<file path="src/rtl/instruction_fetch_pkg.sv">
// Shared core types and constants for the instruction fetch stage.
// Imported by the fetch top level and its instruction buffer.
package instruction_fetch_pkg;

    localparam int XLEN = 32;
    localparam int ILEN = 32;

    localparam logic [XLEN-1:0] DEFAULT_RESET_PC = 32'h0000_0000;

    typedef enum logic [1:0] {
        FETCH = 2'd0,
        WAIT  = 2'd1,
        FLUSH = 2'd2
    } fetch_state_t;

    typedef struct packed {
        logic [ILEN-1:0] instr;
        logic [XLEN-1:0] pc;
    } fetch_entry_t;

    function automatic logic [XLEN-1:0] word_align(input logic [XLEN-1:0] addr);
        return {addr[XLEN-1:2], 2'b00};
    endfunction

endpackage

</file>
<file path="src/rtl/instruction_fetch_fifo.sv">
// Registered instruction buffer holding {instruction, pc} pairs between memory and decode.
// Flush wins over push so a redirect can never leave a stale entry behind.
module fetch_fifo
    import instruction_fetch_pkg::*;
#(
    parameter int DEPTH = 2,
    parameter int CW    = $clog2(DEPTH + 1)
) (
    input  logic            clk,
    input  logic            rst_n,
    input  logic            push_i,
    input  logic            pop_i,
    input  logic            flush_i,
    input  logic [ILEN-1:0] instr_i,
    input  logic [XLEN-1:0] pc_i,
    output logic [ILEN-1:0] instr_o,
    output logic [XLEN-1:0] pc_o,
    output logic            full_o,
    output logic            empty_o,
    output logic [CW-1:0]   count_o
);

    localparam int AW = (DEPTH > 1) ? $clog2(DEPTH) : 1;

    fetch_entry_t  mem_q [DEPTH];
    logic [AW-1:0] wr_q, wr_d;
    logic [AW-1:0] rd_q, rd_d;
    logic [CW-1:0] count_q, count_d;
    logic          do_push, do_pop;

    assign full_o  = (count_q == CW'(DEPTH));
    assign empty_o = (count_q == '0);
    assign count_o = count_q;
    assign do_push = push_i && !full_o;
    assign do_pop  = pop_i && !empty_o;
    assign instr_o = mem_q[rd_q].instr;
    assign pc_o    = mem_q[rd_q].pc;

    // Pointers wrap naturally because DEPTH is a power of two.
    always_comb begin
        wr_d    = wr_q;
        rd_d    = rd_q;
        count_d = count_q;
        if (flush_i) begin
            wr_d    = '0;
            rd_d    = '0;
            count_d = '0;
        end else begin
            if (do_push) wr_d = wr_q + 1'b1;
            if (do_pop)  rd_d = rd_q + 1'b1;
            count_d = count_q + CW'(do_push) - CW'(do_pop);
        end
    end

    always_ff @(posedge clk or negedge rst_n) begin
        if (!rst_n) begin
            wr_q    <= '0;
            rd_q    <= '0;
            count_q <= '0;
        end else begin
            wr_q    <= wr_d;
            rd_q    <= rd_d;
            count_q <= count_d;
        end
    end

    always_ff @(posedge clk or negedge rst_n) begin
        if (!rst_n) begin
            for (int i = 0; i < DEPTH; i++) mem_q[i] <= '0;
        end else if (do_push && !flush_i) begin
            mem_q[wr_q] <= '{instr: instr_i, pc: pc_i};
        end
    end

endmodule

</file>
<file path="src/rtl/instruction_fetch.sv">
// Instruction fetch stage: single-outstanding memory requester feeding a decode buffer.
// Redirects flush the buffer and, if a response is still in flight, drop it in FLUSH.
module instruction_fetch
    import instruction_fetch_pkg::*;
#(
    parameter logic [XLEN-1:0] RESET_PC   = DEFAULT_RESET_PC,
    parameter int              FIFO_DEPTH = 2
) (
    input  logic            clk,
    input  logic            rst_n,
    output logic            imem_req_valid,
    input  logic            imem_req_ready,
    output logic [XLEN-1:0] imem_req_addr,
    input  logic            imem_rsp_valid,
    input  logic [ILEN-1:0] imem_rsp_data,
    input  logic            redirect_valid,
    input  logic [XLEN-1:0] redirect_pc,
    output logic            instr_valid,
    input  logic            instr_ready,
    output logic [ILEN-1:0] instruction,
    output logic [XLEN-1:0] instr_pc
);

    localparam int CW = $clog2(FIFO_DEPTH + 1);

    fetch_state_t    state_q, state_d;
    logic [XLEN-1:0] pc_q, pc_d;
    logic [XLEN-1:0] tag_q, tag_d;

    logic            push, pop;
    logic            fifo_full, fifo_empty;
    logic [CW-1:0]   fifo_count;
    logic [ILEN-1:0] head_instr;
    logic [XLEN-1:0] head_pc;

    logic            waiting, rsp_in_wait, may_request;
    logic            req_en, req_fire;
    logic [31:0]     occ_after;

    assign waiting     = (state_q == WAIT);
    assign rsp_in_wait = waiting && imem_rsp_valid;

    assign instr_valid = !fifo_empty && !redirect_valid;
    assign pop         = instr_valid && instr_ready;
    assign push        = rsp_in_wait && !redirect_valid;

    // The in-flight request already owns a buffer slot; a new one may only go
    // out if every response, including this one, still fits after this pop.
    assign occ_after   = 32'(fifo_count) + 32'(waiting) - 32'(pop);
    assign may_request = (state_q == FETCH) || rsp_in_wait;
    assign req_en      = rst_n && !redirect_valid && may_request &&
                         (occ_after < 32'(FIFO_DEPTH));
    assign req_fire    = req_en && imem_req_ready;

    assign imem_req_valid = req_en;
    assign imem_req_addr  = rst_n ? pc_q : '0;
    assign instruction    = head_instr;
    assign instr_pc       = head_pc;

    always_comb begin
        state_d = state_q;
        pc_d    = pc_q;
        tag_d   = tag_q;
        if (redirect_valid) begin
            pc_d = word_align(redirect_pc);
            // A response still owed to the old stream must be swallowed later.
            if ((state_q != FETCH) && !imem_rsp_valid) state_d = FLUSH;
            else                                       state_d = FETCH;
        end else begin
            case (state_q)
                FETCH:   if (req_fire) state_d = WAIT;
                WAIT:    if (imem_rsp_valid) state_d = req_fire ? WAIT : FETCH;
                FLUSH:   if (imem_rsp_valid) state_d = FETCH;
                default: state_d = FETCH;
            endcase
            if (req_fire) begin
                pc_d  = pc_q + 32'd4;
                tag_d = pc_q;
            end
        end
    end

    always_ff @(posedge clk or negedge rst_n) begin
        if (!rst_n) begin
            state_q <= FETCH;
            pc_q    <= RESET_PC;
            tag_q   <= '0;
        end else begin
            state_q <= state_d;
            pc_q    <= pc_d;
            tag_q   <= tag_d;
        end
    end

    fetch_fifo #(
        .DEPTH (FIFO_DEPTH),
        .CW    (CW)
    ) u_fifo (
        .clk     (clk),
        .rst_n   (rst_n),
        .push_i  (push),
        .pop_i   (pop),
        .flush_i (redirect_valid),
        .instr_i (imem_rsp_data),
        .pc_i    (tag_q),
        .instr_o (head_instr),
        .pc_o    (head_pc),
        .full_o  (fifo_full),
        .empty_o (fifo_empty),
        .count_o (fifo_count)
    );

    a_no_push_when_full: assert property (
        @(posedge clk) disable iff (!rst_n) !(push && fifo_full)
    );

endmodule

</file>
<file path="config.mk">
export PLATFORM = sky130hd
export DESIGN_NAME = instruction_fetch
export DESIGN_NICKNAME = d
export VERILOG_FILES = /design/src/rtl/instruction_fetch_pkg.sv /design/src/rtl/instruction_fetch_fifo.sv /design/src/rtl/instruction_fetch.sv
export SDC_FILE = /design/constraint.sdc
export NUM_CORES = 1
export LEC_CHECK = 0
export BUFFER_PORTS_ARGS = -buffer_cell sky130_fd_sc_hd__buf_4
export CAP_MARGIN = 20
export CELL_PAD_IN_SITES_DETAIL_PLACEMENT = 2
export CELL_PAD_IN_SITES_GLOBAL_PLACEMENT = 2
export CORE_MARGIN = 2
export CORE_UTILIZATION = 37
export CTS_CLUSTER_SIZE = 8
export DETAILED_ROUTE_END_ITERATION = 6
export HOLD_SLACK_MARGIN = 0.08
export PLACE_DENSITY = 0.82
export REMOVE_ABC_BUFFERS = 1
export SYNTH_ARGS = -nofsm -noshare
export SYNTH_HDL_FRONTEND = slang
export SYNTH_SLANG_ARGS = --single-unit
</file>
<file path="constraint.sdc">
create_clock -name clk -period 3.9 [get_ports clk]
set_clock_uncertainty 0.1 [all_clocks]
set_input_delay 0.585 -clock clk [delete_from_list [all_inputs] [get_ports clk]]
set_output_delay 0.585 -clock clk [all_outputs]
set_load 0.02 [all_outputs]
</file>
# --- Word-level counts from Yosys, hierarchy flattened ---
# Index checks and enable logic that the tools add are counted.
op_classes:
  add_sub_neg: 7
  magnitude_cmp: 4
  eq_ne: 6
  mux: 21
  n_bitwise: 3
  n_reduce_logical: 26
op_table:
  columns: ["operator", "n"]
  rows:
  - ["$mux 64", 4]
  - ["$bwmux 128", 1]
  - ["$mux 32", 3]
  - ["$demux 64 s1", 1]
  - ["$add 32x3->32 const B", 1]
  - ["$lt 32x2->1 const B", 1]
  - ["$logic_and 1x1->1", 13]
  - ["$mux 2", 6]
  - ["$ne 3x3->1 const B", 3]
  - ["$reduce_bool 2->1", 4]
  - ["$pmux 2 s3", 1]
  - ["$mux 1", 5]
  - ["$eq 2x2->1 const B", 2]
  - ["$ge 2x2->1 const B", 2]
  - ["$logic_not 1->1", 4]
  - ["$logic_not 2->1", 2]
  - ["$not 1->2", 2]
  - ["$sub 3x1->4", 1]
  - ["$add 2x1->3", 1]
  - ["$reduce_and 3->1", 1]
  - ["$add 1x1->1 const B", 2]
  - ["$add 2x1->2", 1]
  - ["$eq 2x1->1 const B", 1]
  - ["$lt 2x1->1 const B", 1]
  - ["4 further kinds", 4]
word_totals:
  register_bits: 198
  input_bits: 70
  output_inout_bits: 98
  wordCells: 77

# --- Logic depth before layout (Yosys ltp) ---
depth:
  ltp_word: 12
  mapped_depth: 15

# --- Modules after synthesis ---
# From an unflattened synthesis, not the netlist that was laid out.
unflattened:
  hier_cells: 759
  hier_area_um2: 9151.3
by_module_without_submodules:
  columns: ["module", "n_inst", "cells_per_inst", "area_each_um2", "seq_area_each_um2"]
  rows:
  - ["fetch_fifo", 1, 365, 5743.0, 3303.2]
  - ["instruction_fetch", 1, 394, 3408.3, 1551.5]

# --- Least setup slack after synthesis ---
# OpenSTA, ideal clock, no wires.
synth_path:
  path_kind: "input -> output"
  from: "input redirect_valid"
  to: "output imem_req_valid"
  arrival_ns: 3.176
  required_ns: 3.215
  setup_slack_ns: 0.039
  cell_stages: 11
  cell_sequence: "buf_2 a21oi_1 nand2_1 inv_1 ha_1 nor3b_4 fa_1 nor2b_1 o2111ai_1 buf_2 nor3_1"
synth_between:
  elab_chain_cells: 6
synth_rtl:
  columns: ["element", "line", "source"]
  rows:
  - ["start, declared", "instruction_fetch.sv:16", "input logic redirect_valid,"]
  - ["$logic_not 1->1", "instruction_fetch.sv:43", "assign instr_valid = !fifo_empty && !redirect_valid;"]
  - ["$logic_and 1x1->1", "instruction_fetch.sv:43", null]
  - ["via instr_valid", "instruction_fetch.sv:18", "output logic instr_valid,"]
  - ["$logic_and 1x1->1", "instruction_fetch.sv:44", "assign pop = instr_valid && instr_ready;"]
  - ["$sub 3x1->4", "instruction_fetch.sv:49", "assign occ_after = 32'(fifo_count) + 32'(waiting) - 32'(pop);"]
  - ["$lt 32x2->1", "instruction_fetch.sv:52", "(occ_after < 32'(FIFO_DEPTH));"]
  - ["$logic_and 1x1->1", "instruction_fetch.sv:51", "assign req_en = rst_n && !redirect_valid && may_request &&"]
  - ["end, declared", "instruction_fetch.sv:11", "output logic imem_req_valid,"]
# The timed path passes the listed nets, and every way through them passes these cells.

# --- Final worst setup path ---
layout_path:
  from: "register u_fifo.count_q[1], in the netlist u_fifo.count_o[1]"
  to: "output imem_req_valid"
layout_between:
  elab_chain_cells: 7
layout_rtl:
  columns: ["element", "line", "source"]
  rows:
  - ["start, declared", "instruction_fetch_fifo.sv:28", "logic [CW-1:0] count_q, count_d;"]
  - ["start signal, assigned", "instruction_fetch_fifo.sv:63", "count_q <= count_d;"]
  - ["$logic_not 2->1", "instruction_fetch_fifo.sv:32", "assign empty_o = (count_q == '0);"]
  - ["$logic_not 1->1", "instruction_fetch.sv:43", null]
  - ["$logic_and 1x1->1", "instruction_fetch.sv:43", null]
  - ["$logic_and 1x1->1", "instruction_fetch.sv:44", null]
  - ["$sub 3x1->4 (*)", "instruction_fetch.sv:49", null]
  - ["$lt 32x2->1 (*)", "instruction_fetch.sv:52", null]
  - ["$logic_and 1x1->1 (*)", "instruction_fetch.sv:51", null]
# Mark *: on every way between the ends. The rest lies on a longest branch, timed or not.

==> flow_metrics.tcl <==
set metrics [dict create \
    status "finished, final reports clean" \
    place.gp.congestion 0.779 \
    die_h_um 160 \
    cp.required_ns 3.21 \
    cpMostUsedCell "buf_4" \
    ant_nets 0 \
    fin_crit_sh_pct 95.0 \
    crit_chain "inv_2 -> a21oi_4 -> nand2_2 -> inv_1 -> ha_1 -> nor3b_4 -> fa_1 -> nor2b_1 -> o2111ai_1 -> buf_4 -> nor3_2 -> buf_4" \
    drtIter0Drc 283 \
    nets 984 \
    use_met2_pct 35.9 \
    dp_cells 1202 \
    ys_ff_latch 190 \
    antenna_found_initial 0 \
    grt_use_met3_pct 2.96 \
    clk_path_buf_depth 2 \
    ir_worst_vdd_uv 267 \
    ios 168 \
    cts_buffers 17 \
    dr.pass1.iters 4 \
    syn-cell-area_sq_um 8970 \
    top_usage_layer "met2" \
    synth_flop_cell "dfrtp_1" \
    wl_per_cell_um 20.4 \
    cts_htree_levels 4 \
    die_w_um 160 \
    slowest_delay_ns 0.45 \
    grt-ovfl-total 0 \
    setup_viol 0 \
    dieArea_sq_um 25500 \
    tightest_slew_ns 1.04 \
    clock.fmax_ghz 0.270 \
    syn_inst 756 \
    avgSynthCellArea_sq_um 11.9 \
    insertion_delay_ns 0.43 \
    cp-end-kind "output pin" \
    hpwlAfterDp_um 16800 \
    grt_pass1_wl_um 40900 \
    wl_um 25300 \
    slew_violations 0 \
    path_clk_slew_ns 0.08 \
    cts_root_buf "clkbuf_16" \
    post-route-min-period_ns 3.71 \
    grt_usage_pct 20.3 \
    yosysSeqAreaShare_pct 53.0 \
    cp_data_arrival_time_ns 3.02 \
    rsz0062_at_grt "false" \
    yosysWarnings 0 \
    grt_pass1_vias 7207 \
    vias 6524 \
    grt_max_degree 68 \
    cts_sinks 190 \
    leakagePower_uw 0.00550 \
    async_flop_share_pct 100 \
    port_buffers 161 \
    slowest_stage "fa_1" \
    powerDensity_nw_per_um2 513 \
    slew_headroom_pct 31.0 \
    r2r_slack_ns 0.23 \
    worst-path-max-fanout 5 \
    num_rows 56 \
    crit_type "reg -> out" \
    cts_tree "built" \
    cap_viol_max_count 0 \
    layoutNonFillerInstCount 1240 \
    grt_use_met1_pct 26.6 \
    hold_slack_ns 0.214 \
    yosysUniqueCellTypes 52 \
    drc 0 \
    critPathLaunchType "flop" \
    finalHoldViolations 0 \
    drive_gt1_share_pct 44.8 \
    diodes 0 \
    hp-class "in -> reg" \
    initial_utilization_pct 38.0 \
    avgViaCountPerCell 5.26 \
    syn_to_final_growth_pct 24.5 \
    synth_edf_count 0 \
    coreArea_sq_um 23600 \
]
[sequential cells by signal, summed over array words and instances, names as in the netlist]
name            count
u_fifo.rd_q         1
u_fifo.mem_q      124
state_q             2
pc_q               30
u_fifo.count_o      2
tag_q              30
u_fifo.wr_q         1
[cells in the mapped netlist (all sizes together) (3+ instances only)]
cell type / n / area [sq um]
dfrtp: 190 / 4750
mux2: 187 / 2110
nand2: 105 / 394
and2: 33 / 206
o21ai: 31 / 159
buf: 29 / 181
clkbuf: 21 / 78.8
inv: 17 / 63.8
nor2: 15 / 63.8
nand3: 13 / 65.1
nor4: 11 / 75.1
nand4: 10 / 62.6
and3: 8 / 50.1
a21o: 7 / 52.6
a221o: 7 / 70.1
nor3: 7 / 35.0
a21oi: 6 / 30.0
ha: 5 / 62.6
o311ai: 5 / 43.8
o41ai: 5 / 43.8
xnor2: 5 / 43.8
o211ai: 4 / 30.0
nand2b: 3 / 18.8
or2: 3 / 18.8
[routing by layer]
metal  routed length (um)  vias to the layer above
met3                  797                       15
met1                11400                     3404
met4                  208                        0
li1                     -                     2962
met5                    0                        -
met2                12900                      143
[placed cells by master (no fill, tap or decap), types with 3 or more instances in the layout]
cell	instances
a21o_1	7
a21oi_1	5
a221o_1	7
and2_1	33
and3_1	8
buf_4	176
clkbuf_16	17
clkinv_4	3
conb_1	4
dfrtp_1	189
ha_1	5
inv_1	15
inv_8	5
mux2_2	187
nand2_1	103
nand2b_1	3
nand3_1	13
nand4_1	10
nor2_1	14
nor3_1	6
nor4_1	10
o211ai_1	4
o21ai_0	30
o311ai_0	5
o41ai_1	5
or2_2	3
xnor2_1	5
[report_power, final]
group | switching [uW] | leakage (uW) | internal, uW
Clock | 872 | 0.000307 | 985
Combinational | 686 | 0.00268 | 674
Sequential | 236 | 0.00251 | 2270
[per-stage QoR]
| stage | area (sq um) | setup TNS (ns) | util (%) | worst slack, ns | total power (uW) |
|---|---|---|---|---|---|
| final | 11200 | 0 | 47.3 | 0.195 | 5730 |
| after global routing | 11200 | 0 | 47.3 | 0.0144 | 6010 |
| after CTS | 11100 | 0 | 47.1 | 0.0103 | 5810 |
| after detailed placement | 10500 | 0 | 44.4 | 0.145 | 3910 |
| after global placement | 10500 | 0 | 44.4 | 0.295 | 3840 |
| after floorplan | 8720 | -66.28 | - | -0.890 | 3260 |
[worst max-delay path, delay by kind of cell, from the launching register on]
kind                       cells  cell delay [ns]
adders and majority gates      2             0.77
DFF                            1             0.41
buffers and inverters          4             0.56
and+or+nand+nor                4             0.64
AOI/OAI and AO/OA              2             0.21
[cell type report]
class | count | area (sq um)
Fill cell | 2373 | 12400
Sequential cell | 190 | 4760
Multi-Input combinational cell | 502 | 3940
Timing Repair Buffer | 180 | 1390
Clock buffer | 17 | 425
Tap cell | 319 | 399
Clock inverter | 15 | 198
Inverter | 17 | 63.8
[cell families after synthesis]
group | synth area share [%]
AND/OR/NAND/NOR | 11.8
XOR/XNOR | 0.684
buffers and inverters | 3.61
other | 0.0418
flip-flops | 53.0
adder cells (fa/ha/maj) | 0.921
AO/OA/AOI/OAI | 6.19
multiplexers | 23.7
[path summary, 6_finish.rpt]
path	start	end	cells after the start
min reg2reg	u_fifo.mem_q[57]	u_fifo.mem_q[57]	1
max reg2reg	u_fifo.count_o[1]	pc_q[7]	13
max	u_fifo.count_o[1]	imem_req_valid	12
min	imem_rsp_valid	state_q[1]	2
max in group asynchronous	rst_n	u_fifo.mem_q[21]	3
min in group asynchronous	rst_n	u_fifo.mem_q[16]	2
[repair_timing]
| action | 4_1_cts | 5_1_grt |
|---|---|---|
| resized for setup | 1 | 5 |
| hold buffers | 1 | 0 |
| gates cloned | 0 | 0 |
| pin swaps | 0 | 1 |
| setup buffers | 1 | 4 |
| endpoints found under the hold margin | 50 | 0 |
| endpoints found under the setup margin | 1 | 3 |
Power figures use the tool's default switching activity.
